### src/rtl/debounce_pkg.sv
// Shared types and default cycle counts for the push-button debouncer (10 MHz clock).
package debounce_pkg;

    typedef enum logic [1:0] {
        S_LOW,
        S_RISE_CHK,
        S_HIGH,
        S_FALL_CHK
    } db_state_t;

    localparam int DEF_STABLE_CYCLES = 100_000;    // 10 ms
    localparam int DEF_REPEAT_DELAY  = 5_000_000;  // 500 ms
    localparam int DEF_REPEAT_PERIOD = 1_000_000;  // 100 ms

    function automatic int max2(input int a, input int b);
        return (a > b) ? a : b;
    endfunction

endpackage

### src/rtl/module_sync2.sv
// Two-flop synchronizer with synchronous reset, one independent chain per bit
// so that it can be shared by all asynchronous switch inputs.
module module_sync2 #(
    parameter int WIDTH = 1
) (
    input  logic             clk,
    input  logic             rst,
    input  logic [WIDTH-1:0] i_async,
    output logic [WIDTH-1:0] o_sync
);

    for (genvar gi = 0; gi < WIDTH; gi++) begin : g_bit
        logic r_meta;
        logic r_sync;

        always_ff @(posedge clk) begin
            if (rst) begin
                r_meta <= 1'b0;
                r_sync <= 1'b0;
            end else begin
                r_meta <= i_async[gi];
                r_sync <= r_meta;
            end
        end

        assign o_sync[gi] = r_sync;
    end

endmodule

### src/rtl/module_debounce_ce.sv
// Debounces one raw push-button into a registered single-cycle clock enable plus a clean level.
// Define DEBOUNCE_AUTOREPEAT_EN to add auto-repeat pulses while the button is held.
module module_debounce_ce
    import debounce_pkg::*;
#(
    parameter int STABLE_CYCLES = DEF_STABLE_CYCLES,
    parameter int REPEAT_DELAY  = DEF_REPEAT_DELAY,
    parameter int REPEAT_PERIOD = DEF_REPEAT_PERIOD
) (
    input  logic clk,
    input  logic rst,
    input  logic btn_i,
    output logic ce_o,
    output logic btn_db_o
);

    localparam int              CNT_W    = $clog2(STABLE_CYCLES + 1);
    localparam logic [CNT_W-1:0] CNT_LAST = CNT_W'(STABLE_CYCLES - 1);
    localparam logic [CNT_W-1:0] CNT_SAT  = '1;

    if (STABLE_CYCLES < 2) begin : g_bad_stable
        $error("module_debounce_ce: STABLE_CYCLES must be >= 2");
    end
    if (REPEAT_DELAY < 1 || REPEAT_PERIOD < 1) begin : g_bad_repeat
        $error("module_debounce_ce: REPEAT_DELAY and REPEAT_PERIOD must be >= 1");
    end

    logic             w_btn_s;
    db_state_t        r_state;
    db_state_t        w_state_next;
    logic [CNT_W-1:0] r_cnt;
    logic [CNT_W-1:0] w_cnt_next;
    logic             r_ce;
    logic             w_ce_next;
    logic             r_db;
    logic             w_db_next;
    logic             w_rep_fire;

    module_sync2 #(
        .WIDTH (1)
    ) u_sync (
        .clk     (clk),
        .rst     (rst),
        .i_async (btn_i),
        .o_sync  (w_btn_s)
    );

    always_ff @(posedge clk) begin
        if (rst) begin
            r_state <= S_LOW;
            r_cnt   <= '0;
            r_ce    <= 1'b0;
            r_db    <= 1'b0;
        end else begin
            r_state <= w_state_next;
            r_cnt   <= w_cnt_next;
            r_ce    <= w_ce_next;
            r_db    <= w_db_next;
        end
    end

    // Any sample that disagrees with the level under test restarts qualification.
    always_comb begin
        w_state_next = r_state;
        w_cnt_next   = r_cnt;
        case (r_state)
            S_LOW: begin
                if (w_btn_s) begin
                    w_state_next = S_RISE_CHK;
                    w_cnt_next   = CNT_W'(1);
                end else begin
                    w_cnt_next   = '0;
                end
            end
            S_RISE_CHK: begin
                if (!w_btn_s) begin
                    w_state_next = S_LOW;
                    w_cnt_next   = '0;
                end else if (r_cnt == CNT_LAST) begin
                    w_state_next = S_HIGH;
                    w_cnt_next   = '0;
                end else if (r_cnt != CNT_SAT) begin
                    w_cnt_next   = r_cnt + CNT_W'(1);
                end
            end
            S_HIGH: begin
                if (!w_btn_s) begin
                    w_state_next = S_FALL_CHK;
                    w_cnt_next   = CNT_W'(1);
                end else begin
                    w_cnt_next   = '0;
                end
            end
            S_FALL_CHK: begin
                if (w_btn_s) begin
                    w_state_next = S_HIGH;
                    w_cnt_next   = '0;
                end else if (r_cnt == CNT_LAST) begin
                    w_state_next = S_LOW;
                    w_cnt_next   = '0;
                end else if (r_cnt != CNT_SAT) begin
                    w_cnt_next   = r_cnt + CNT_W'(1);
                end
            end
            default: begin
                w_state_next = S_LOW;
                w_cnt_next   = '0;
            end
        endcase
    end

    always_comb begin
        w_db_next = r_db;
        w_ce_next = 1'b0;
        if (r_state == S_RISE_CHK && w_state_next == S_HIGH) begin
            w_db_next = 1'b1;
            w_ce_next = 1'b1;
        end
        if (r_state == S_FALL_CHK && w_state_next == S_LOW) begin
            w_db_next = 1'b0;
        end
        if (w_rep_fire) begin
            w_ce_next = 1'b1;
        end
    end

`ifdef DEBOUNCE_AUTOREPEAT_EN
    localparam int REP_W = $clog2(max2(REPEAT_DELAY, REPEAT_PERIOD) + 1);

    logic [REP_W-1:0] r_rep_cnt;
    logic             r_rep_first;
    logic [REP_W-1:0] w_rep_target;

    // First repeat waits the long delay, later ones use the shorter period.
    assign w_rep_target = r_rep_first ? REP_W'(REPEAT_DELAY - 1) : REP_W'(REPEAT_PERIOD - 1);
    assign w_rep_fire   = (r_state == S_HIGH) && (w_state_next == S_HIGH) &&
                          (r_rep_cnt == w_rep_target);

    always_ff @(posedge clk) begin
        if (rst) begin
            r_rep_cnt   <= '0;
            r_rep_first <= 1'b1;
        end else if (r_state != S_HIGH || w_state_next != S_HIGH) begin
            r_rep_cnt   <= '0;
            r_rep_first <= 1'b1;
        end else if (w_rep_fire) begin
            r_rep_cnt   <= '0;
            r_rep_first <= 1'b0;
        end else begin
            r_rep_cnt   <= r_rep_cnt + REP_W'(1);
        end
    end
`else
    assign w_rep_fire = 1'b0;
`endif

    assign ce_o     = r_ce;
    assign btn_db_o = r_db;

endmodule

### config.mk
export PLATFORM = sky130hd
export DESIGN_NAME = module_debounce_ce
export DESIGN_NICKNAME = d
export VERILOG_FILES = /design/src/rtl/debounce_pkg.sv /design/src/rtl/module_sync2.sv /design/src/rtl/module_debounce_ce.sv
export SDC_FILE = /design/constraint.sdc
export NUM_CORES = 1
export LEC_CHECK = 0
export ABC_AREA = 1
export CORE_ASPECT_RATIO = 1.25
export CORE_MARGIN = 4
export CORE_UTILIZATION = 63
export CTS_BUF_LIST = sky130_fd_sc_hd__clkbuf_16
export CTS_CLUSTER_DIAMETER = 120
export DETAILED_ROUTE_END_ITERATION = 10
export PLACE_DENSITY = 0.82
export SLEW_MARGIN = 30
export SYNTH_ARGS = -nofsm -noshare
export SYNTH_HDL_FRONTEND = slang
export SYNTH_SLANG_ARGS = --single-unit
### constraint.sdc
create_clock -name clk -period 2.8 [get_ports clk]
set_input_delay 0.28 -clock clk [delete_from_list [all_inputs] [get_ports clk]]
set_output_delay 0.28 -clock clk [all_outputs]
set_load 0.01 [all_outputs]
After elaboration in Yosys (flattened, before gate mapping)
Index checks and enable logic that the tools add are counted.
- $add $sub $neg: 1
- equal/unequal tests: 6
- muxes and demuxes: 15
- reductions and logical operators: 5
- operators with widths (operator ; count):
    17-bit 2-to-1 mux ; 4
    17-bit case mux with 4 select lines ; 1
    17-bit by 1-bit adder with 17-bit output (second input constant) ; 1
    17-bit == test (second input constant) ; 1
    17-bit inequality test (second input constant) ; 1
    2-bit 2-to-1 mux ; 6
    2-bit case mux with 4 select lines ; 1
    2-bit == test (second input constant) ; 3
    2-bit zero test ; 2
    1-bit 2-to-1 mux ; 3
    2-bit by 1-bit == test with 1-bit output (second input constant) ; 1
    1-bit logical AND ; 2
    2-bit OR reduction ; 1
- register bits: 23
- bits of input ports: 3
- output and inout bits: 2
- word-level logic and storage cells: 33

Depth between registers and ports, before layout
Gate-level depths: netlist of the first run.
- word-level depth: 7
- depth in mapped cells: 10
- depth with buffers taken out: 10

Hierarchy
From an unflattened synthesis of the first run, not the netlist that was laid out.
- cells, all modules: 189
- area, all modules: 1218.7 µm²
- by module, submodules not included (module ; times used ; cells each ; area an instance (µm²) ; sequential area each (µm²)):
    module_debounce_ce ; 1 ; 183 ; 1163.6 ; 420.4
    module_sync2 ; 1 ; 6 ; 55.1 ; 40.0

Least setup slack after synthesis of the first run
OpenSTA, ideal clock, no wires.
- path kind: flip-flop to flip-flop
- start point: register r_cnt[0]
- end point: register r_cnt[5]
- setup time: 0.115 ns
- arrival time: 1.294 ns
- data required time: 2.685 ns
- slack: 1.391 ns
- stages on the path, launching flop included: 10
- buffers on the path: 1
- path through: dfxtp_1 ha_1 nand2_2 nor2_4 nand2_2 nor2_2 nand2_2 buf_6 a21oi_1 nor2_1
- cells in the longest elaborated chain, start to end: 5
- elaborated cells on any way between the ends: 8
- those cells by class: 1 x add/sub; 2 x eq/ne; 5 x mux
- ends and longest elaborated chain (item ; line ; RTL):
    from (decl) ; module_debounce_ce.sv:31 ; logic [CNT_W-1:0] r_cnt;
    from (signal assigned) ; module_debounce_ce.sv:56 ; r_cnt <= w_cnt_next;
    17-bit by 1-bit adder with 17-bit output or 17-bit inequality test (tied branches) ; n/a ;
    17-bit 2-to-1 mux ; module_debounce_ce.sv:82, module_debounce_ce.sv:101 ;
    17-bit 2-to-1 mux (*) ; module_debounce_ce.sv:79 ; end else if (r_cnt == CNT_LAST) begin
    17-bit 2-to-1 mux, on equally long branches ; module_debounce_ce.sv:95, module_debounce_ce.sv:76 ;
    17-bit case mux with 4 select lines (*) ; module_debounce_ce.sv:66 ; case (r_state)
Mark *: on every way between the ends. The rest lies on a longest branch, timed or not.
A chain may end at the register's enable or synchronous reset.

Worst setup path after layout of the first run
- start point: register r_cnt[0]
- end point: register r_cnt[0]
Same word-level chain as after synthesis.

==> results of run 1 <==
## cell usage after synthesis (all sizes together), types with 2 or more instances
master  instances
buf             2
nor2           40
a21oi          12
inv            24
o21ai           3
nor3            5
nand3          18
dfxtp          23
nand2          43
nand4           5
## worst max-delay path by stage
stage              from       end
3_3_place_gp        rst  r_cnt[2]
6_report       r_cnt[0]  r_cnt[0]
4_1_cts        r_cnt[1]  r_cnt[0]
5_1_grt        r_cnt[0]  r_cnt[0]
3_5_place_dp   r_cnt[1]  r_cnt[0]
2_1_floorplan  r_cnt[0]  r_cnt[5]
## power by group
| part | switching (mW) | leakage (nW) | internal, mW |
|---|---|---|---|
| logic | 0.00420 | 0.240 | 0.00422 |
| registers | 0.00179 | 0.186 | 0.329 |
| clock network | 0.112 | 0.0423 | 0.190 |
## kinds of logic (layout without fill, tap and decap cells)
family                   Yosys count  after routing  synth area share
AND/OR/NAND/NOR                  113            113             0.458
buffers and inverters             26             32            0.0904
flip-flops                        23             23             0.369
AO/OA/AOI/OAI                     16             16            0.0653
adder cells (fa/ha/maj)            1              1            0.0100
XOR/XNOR                           1              1           0.00703
## metrics by stage
| step | power [mW] | cells | utilization | cell area (um^2) | setup slack [ns] |
|---|---|---|---|---|---|
| 2_1_floorplan | 0.342 | 180 | - | 1250 | 1.39 |
| 3_3_place_gp | 0.346 | 201 | 0.704 | 1290 | 1.15 |
| 3_5_place_dp | 0.347 | 201 | 0.704 | 1290 | 1.14 |
| 4_1_cts | 0.644 | 205 | 0.747 | 1370 | 1.12 |
| 5_1_grt | 0.660 | 205 | 0.747 | 1370 | 0.939 |
| 6_report | 0.642 | 205 | 0.747 | 1370 | 1.12 |
## per-layer routing
layer	track usage	routed length, um	vias to the layer above
met4	0.0731	21	0
met2	0.355	1350	14
met5	0	0	-
met3	0.0311	60	4
li1	-	-	584
met1	0.233	1060	513
## worst min-delay path, delay by kind of cell (launching register included)
family | cells | cell delay (ns)
and+or+nand+nor | 1 | 0.04
buffers and inverters | 1 | 0.05
DFF | 1 | 0.30
## layout make-up
cell class,instances,share of cell area
tap,19,0.0174
inverter,24,0.0659
multi-input combinational,131,0.493
sequential,23,0.337
timing repair buffer,4,0.0293
clock inverter,1,0.00275
clock buffer,3,0.0549
## registers in the layout, summed over array words and instances (netlist names)
signal,count
btn_db_o,1
ce_o,1
r_cnt,17
r_state,2
u_sync.g_bit.r_meta,1
u_sync.o_sync,1
==> results.cfg, run 1 <==
[cts]
postCtsSetupBuffers = 0
cts.reportedPaths.clkPinSlew_ns = 0.06
cts_resized = 0
cts_buffers = 3
cts_root_buffer = clkbuf_16
ctsHtreeMaxLevel = 1
cts-hold-fix-buffers = 0
clock_sink_count = 23
insertion_delay_ns = 0.25
clock_tree.buffer_depth = 2
clock_tree_from_tritoncts = done

[setup_path]
worstSetupPathType = reg2reg
crit_slowest_cell = dfxtp_1
timing.reg2reg.setup_slack_ns = 1.12
logic_depth_of_the_worst_setup_path_including_buffers = 10
critical-path-max-stage-delay_ns = 0.35
path_delay_family = simple AND/OR/NAND/NOR gates
cp_max_fo = 15
worstReg2RegStart = r_cnt[0]
timing.critical_path.required_ns = 2.94
path_cells = ha_1, nand2_2, nor2_4, nand2_2, nor2_2, nand2_2, nand2_1, nand2_1, o21ai_0, inv_1
crit_path_end_kind = flop
crit_top_cell = nand2_2
cp.arrival_ns = 1.83
cp-start-kind = flop
crit-reg2reg-capture = r_cnt[0]
cp_num_buf_inv = 1
worst_r2r_path_depth = 10

[timing]
fmax_mhz = 594
finalHoldViolations = 0
final-max-slew-violation-count = 0
slew_headroom = 0.792
final.hold.worst_slack_ns = 0.426
period_share = 0.601
unrepaired_setup_endpoints_after_global_routing = no
finalSetupTns_ns = 0
timing_worst_slew_pin_value_ns = 0.311
final_period_minus_worst_setup_slack_ns = 1.68
fin_skew_ns = 0.00192
timing.final.setup_violations = 0

[layout]
area_growth_syn_to_layout_pct = 9.64
design.final.nets = 191
antenna-diode-count = 0
layout-drive-gt1-share = 0.145
multiInputGateArea_um2 = 673
most_frequent_standard_cell_in_the_layout_excluding_fill_and_tap_cells = nand2_1
top_library_cells_by_usage_in_the_layout_fill_and_taps_aside = nand2_1 (33), nor2_1 (32), inv_1 (23), dfxtp_1 (23), nand3_1 (17)
num-fill-cells = 147
area.sequential_um2 = 460

[synth]
post_synth.cell_area_avg_um2 = 6.92
synth_seq_area_share = 0.369
ys_seq_elements = 23
synth_top_flop_cell = dfxtp_1
mappedNetlistNets = 184
post_synth_inst_count = 180
synth.area.top_cells = dfxtp_1 (37%), nand2_1 (9.9%), nor2_1 (9.6%)
yosysWarnings = 0
synth.distinct_cells = 22
synth_top_area_share = 0.369
synth_area_um2 = 1250
synth_enable_flop_cells = 0
synth_largest_area_cell = dfxtp_1
postSynth.asyncResetShare = 0

[floorplanning]
die_area_um2 = 2760
start_util = 0.681
core_region_area_um2 = 1830
die_width_um = 47.8
die_height_um = 57.7
io-pin-count = 5
placementRows = 17

[global_route]
initial_antenna_violation_count = 0
grt_max_degree = 16
grt_pass1_vias = 1044
grt_pass1_wl_um = 4220
track_usage = 0.202
globalRoute.totalOverflow = 0

[hold_path]
whs_endpoint = u_sync.o_sync
worst_hold_path.num_cells = 2
class_of_the_tightest_hold_or_removal_check = reg2reg
min_from = u_sync.g_bit[0].r_meta

[drt]
drt_drc_violations_left = 0
detail_route.wirelength_um = 2500
drt_pass1_iterations = 4
dr.first_iter.drc_count = 43
detail-route-antenna-nets = 0
dr_total_vias = 1115
routed_wire_length_per_instance_um = 12.2
vias_per_cell = 5.44

[run_status]
status = finished, final reports clean

[job]
cap_violations = 0

[placement]
gp_routability_congestion = 0.882
dp_hpwl_um = 1830
port_buffers = 4

[power]
power_per_cell_area_nw_per_um2 = 470
vdd_ir_drop_max_v = 0.000368
static_leak_nw = 0.468
Note: power is estimated with default switching activity, not from simulation.
==> run 2: changes to the inputs <==
- CORE_UTILIZATION: 63 -> 53
- PLACE_DENSITY: 0.82 -> 0.74
- clock period: 2.8 -> 1.5 ns (I/O delays scaled with it)
==> run 2 against run 1 <==
  * Worst setup slack lost 1.1 ns
  * Cell count grew 16%
  * Combinational power grew to 2.6 times the previous value
  * Clock-buffer cell count is the same
  * Worst hold slack lost 0.017 ns
  * Critical path type unchanged
  * Clock skew grew 0.0038 ns
  * Largest power group unchanged
  * Flip-flop and latch count is the same
==> results.cfg, run 2 (synthesis results as in run 1) <==
[placement]
post-place-ws_ns = -0.0604
placed_cells_incl_taps = 222
port_buffers = 4
placed_cell_area_um2 = 1370
gp_routability_congestion = 0.845
dp_hpwl_um = 1960

[timing]
slew_headroom = 0.815
period_share = 0.979
worst_setup_slack_after_layout_ns = 0.0320
unrepaired_setup_endpoints_after_global_routing = yes
final-max-slew-violation-count = 0
final_period_minus_worst_setup_slack_ns = 1.47
fin_skew_ns = 0.00573
timing.final.setup_violations = 0
timing_worst_slew_pin_value_ns = 0.275
fmax_mhz = 681
finalHoldViolations = 0
final.hold.worst_slack_ns = 0.409

[floorplanning]
placementRows = 19
io-pin-count = 5
start_util = 0.564
die_area_um2 = 3200
die_height_um = 62.2
core_region_area_um2 = 2210
die_width_um = 51.4

[layout]
most_frequent_standard_cell_in_the_layout_excluding_fill_and_tap_cells = nand2_1
regMostFlops = r_cnt
area_growth_syn_to_layout_pct = 29.0
reg.largest.list = r_cnt x17, r_state x2
area.sequential_um2 = 467
stdcell_count = 237
multiInputGateArea_um2 = 757
layout-drive-gt1-share = 0.306
top_library_cells_by_usage_in_the_layout_fill_and_taps_aside = nand2_1 (32), nor2_1 (29), inv_1 (21)
num-fill-cells = 167
antenna-diode-count = 0
postLayoutCellArea_um2 = 1610
design.final.nets = 211
max_reg_flops = 17

[power]
power_per_cell_area_nw_per_um2 = 759
power.net_switching_mw = 0.234
comb_power_share = 0.018
share_seq_of_total_power = 0.506
p_sw_frac = 0.192
report.power.total_mw = 1.22
static_leak_nw = 0.617
power.clock.fraction = 0.476
vdd_ir_drop_max_v = 0.000703
power_report.internal_total_mw = 0.985

[global_route]
grt_pass1_wl_um = 5070
globalRoute.totalOverflow = 0
track_usage = 0.205
grt_max_degree = 14
initial_antenna_violation_count = 0
grt_pass1_vias = 1120

[drt]
dr_total_vias = 1257
drt_drc_violations_left = 0
vias_per_cell = 5.30
detail_route.wirelength_um = 3090
detail-route-antenna-nets = 0
dr.first_iter.drc_count = 60
drt_pass1_iterations = 4
routed_wire_length_per_instance_um = 13.1

[job]
cap_violations = 0

[setup_path]
cp-start-kind = flop
worst_r2r_path_depth = 9
timing.critical_path.required_ns = 1.66
cp_max_fo = 5
worstSetupPathType = reg2reg
crit_path_end_kind = flop
cp.arrival_ns = 1.63

[cts]
cts_buffers = 3
clock_tree.buffer_depth = 2
cts_root_buffer = clkbuf_16
cts.reportedPaths.clkPinSlew_ns = 0.06
insertion_delay_ns = 0.26
clock_tree_from_tritoncts = done
clock_sink_count = 23
ctsHtreeMaxLevel = 1

[run_status]
status = finished, final reports clean

[hold_path]
worst_hold_path.num_cells = 3
class_of_the_tightest_hold_or_removal_check = in2reg
[run 2: changes by cell type in the layout (fill, tap and decap cells not counted), moves of 2 or more]
cell and delta:
inv_1 -2, nand3_2 +3, dfxtp_1 -5, nand3_1 -2
nand2_4 +2, buf_4 +18, nor2_4 +2, nor2_1 -3
dfxtp_2 +5
[run 2: timing repair]
action / in CTS / in global routing
hold buffers: 0 / 0
setup buffers: 4 / 5
gates resized for setup: 5 / 17
setup endpoints to repair: 6 / 19
pin swaps: 7 / 9
gates cloned: 2 / 0
[run 2: critical path, cell delays in order (launching register included)]
cell and delay [ns]:
dfxtp_1 0.45, nand2_1 0.15, nor2_4 0.16, inv_2 0.07, nor2_4 0.16, nand3_4 0.14
nand3_2 0.10, nand2_1 0.05, inv_1 0.06, nor2_2 0.04
[run 2: per-stage QoR]
stage,utilization,TNS [ns]
global route,0.727,-0.177
global placement,0.620,0
finish,0.727,0
floorplan,-,0
CTS,0.684,0
detailed placement,0.620,-0.0989
[run 2: path summary, 6_finish.rpt]
kind | from | endpoint | slack, ns
max | r_cnt[8] | r_cnt[13] | 0.03
min | btn_i | u_sync.g_bit[0].r_meta | 0.41
max reg2reg | r_cnt[8] | r_cnt[13] | 0.03
min reg2reg | u_sync.g_bit[0].r_meta | u_sync.o_sync | 0.41
[run 2: final cells by class]
type / count / share of cell area
Multi-Input combinational cell: 133 / 0.471
Inverter: 24 / 0.0560
Sequential cell: 23 / 0.290
Clock buffer: 3 / 0.0467
Clock inverter: 1 / 0.00311
Timing Repair Buffer: 22 / 0.109
Tap cell: 31 / 0.0241
[run 2: power groups by stage]
stage / combinational (mW) / clock [mW] / sequential, mW
2_1_floorplan: 0.00772 / 0 / 0.631
3_3_place_gp: 0.0202 / 0 / 0.630
3_5_place_dp: 0.0210 / 0 / 0.631
4_1_cts: 0.0212 / 0.589 / 0.617
5_1_grt: 0.0241 / 0.637 / 0.617
6_report: 0.0215 / 0.581 / 0.617
[run 2: routing by layer]
layer  global-route usage  wire length, um
met5                    0                0
met4               0.0885               70
met3               0.0407              127
met2                0.354             1650
met1                0.237             1250
==> run 3: changes to the inputs <==
- CORE_MARGIN: 4 -> 2
==> run 3 against run 2 <==
  * Clock power fell by 2%
  * Register-to-register slack barely moved
  * Final area decreased by 4.7%
  * Routed wire length shrank 14%
  * Global-route usage up 0.19 points
  * Critical path depth unchanged
  * Sequential share of layout area rose by 1.4 points
  * Largest power group unchanged
==> results.cfg, run 3 (synthesis results as in run 1) <==
[run_status]
status = finished, final reports clean

[drt]
vias_per_cell = 5.10
drt_pass1_iterations = 4
detail_route.wirelength_um = 2670
drt_drc_violations_left = 0
detail-route-antenna-nets = 0
routed_wire_length_per_instance_um = 11.7
dr.first_iter.drc_count = 27
dr_total_vias = 1168

[hold_path]
class_of_the_tightest_hold_or_removal_check = in2reg
whs_endpoint = u_sync.g_bit[0].r_meta
worst_hold_path.num_cells = 3
min_from = btn_i

[floorplanning]
core_region_area_um2 = 2210
start_util = 0.564
die_width_um = 47.4
die_area_um2 = 2760
placementRows = 19
io-pin-count = 5
die_height_um = 58.2

[placement]
placed_cell_area_um2 = 1360
dp_hpwl_um = 1850
placed_cells_incl_taps = 221
gp_routability_congestion = 0.924
post-place-ws_ns = -0.0272
port_buffers = 4

[timing]
final-max-slew-violation-count = 0
slew_headroom = 0.793
unrepaired_setup_endpoints_after_global_routing = yes
fin_skew_ns = 0.00151
timing_worst_slew_pin_value_ns = 0.310
period_share = 0.975
worst_setup_slack_after_layout_ns = 0.0381
fmax_mhz = 684
timing.final.setup_violations = 0
finalSetupTns_ns = 0
final_period_minus_worst_setup_slack_ns = 1.46
final.hold.worst_slack_ns = 0.412
finalHoldViolations = 0

[global_route]
track_usage = 0.207
grt_pass1_wl_um = 4210
initial_antenna_violation_count = 0
grt_pass1_vias = 1041
grt_max_degree = 16
globalRoute.totalOverflow = 0

[power]
vdd_ir_drop_max_v = 0.000624
static_leak_nw = 0.590
report.power.total_mw = 1.21
power_per_cell_area_nw_per_um2 = 788

[layout]
finish.utilization = 0.693
design.final.nets = 203
max_reg_flops = 17
postLayoutCellArea_um2 = 1530
antenna-diode-count = 0
regMostFlops = r_cnt
stdcell_count = 229
area_growth_syn_to_layout_pct = 22.9
most_frequent_standard_cell_in_the_layout_excluding_fill_and_tap_cells = nand2_1
top_library_cells_by_usage_in_the_layout_fill_and_taps_aside = nand2_1 (32), nor2_1 (30), inv_1 (21)
num-fill-cells = 178
reg.largest.list = r_cnt x17, r_state x2
layout-drive-gt1-share = 0.247

[setup_path]
crit_path_end_kind = flop
timing.critical_path.required_ns = 1.65
worstReg2RegStart = r_cnt[1]
worstSetupPathType = reg2reg
setup.worst_path.start = r_cnt[1]
crit-reg2reg-capture = r_cnt[9]
timing.reg2reg.setup_slack_ns = 0.04
cp-start-kind = flop
worst_r2r_path_depth = 9
cp_max_fo = 7
cp.arrival_ns = 1.61

[cts]
cts.reportedPaths.clkPinSlew_ns = 0.06
clock_sink_count = 23
cts_buffers = 3
cts-hold-fix-buffers = 0
insertion_delay_ns = 0.25
clock_tree.buffer_depth = 2
cts_root_buffer = clkbuf_16
clock_tree_from_tritoncts = done
ctsHtreeMaxLevel = 1

[job]
cap_violations = 0
run 3: area by class of cell:
type / instances / area [um^2] / share of cell area
inverter: 24 / 90.1 / 0.0588
clock buffer: 3 / 75.1 / 0.0490
sequential: 23 / 465 / 0.304
multi-input combinational: 132 / 731 / 0.477
clock inverter: 1 / 5.00 / 0.00327
tap: 31 / 38.8 / 0.0253
timing repair buffer: 15 / 126 / 0.0825
run 3: worst max-delay path, stage by stage (launching register included):
cell and delay (ns):
dfxtp_2 0.36, ha_4 0.15, nand2_4 0.05, nor2_4 0.15
nand2_2 0.09, nor2_4 0.13, nand2_4 0.10, buf_4 0.15
a21oi_1 0.13, nor2_1 0.06
run 3: worst max path at each step:
stage / endpoint / slack [ns] / cells after the start
3_5_place_dp: r_cnt[0] / -0.03 / 10
5_1_grt: r_cnt[15] / -0.05 / 7
4_1_cts: r_cnt[0] / 0.001 / 10
3_3_place_gp: r_cnt[0] / 0.05 / 10
6_report: r_cnt[9] / 0.04 / 9
2_1_floorplan: r_cnt[5] / 0.09 / 9
run 3: repair_timing:
item | 4_1_cts | 5_1_grt
gates resized for setup | 1 | 17
setup buffers | 0 | 3
cloned | 0 | 1
pin swaps | 0 | 6
endpoints found under the setup margin | 1 | 17
run 3: layer usage:
| metal | wire length [um] | part of all wire | up-vias | global-route usage |
|---|---|---|---|---|
| met3 | 44 | 0.016 | 2 | 0.0280 |
| met1 | 1160 | 0.44 | 544 | 0.243 |
| met4 | 17 | 0.0064 | 0 | 0.0873 |
| li1 | - | - | 609 | - |
| met2 | 1440 | 0.54 | 13 | 0.357 |
| met5 | 0 | 0 | - | 0 |
run 3: power by group:
| group | switching, mW | internal, mW |
|---|---|---|
| logic | 0.00813 | 0.0106 |
| clock network | 0.212 | 0.358 |
| registers | 0.00365 | 0.615 |
| total | 0.223 | 0.984 |
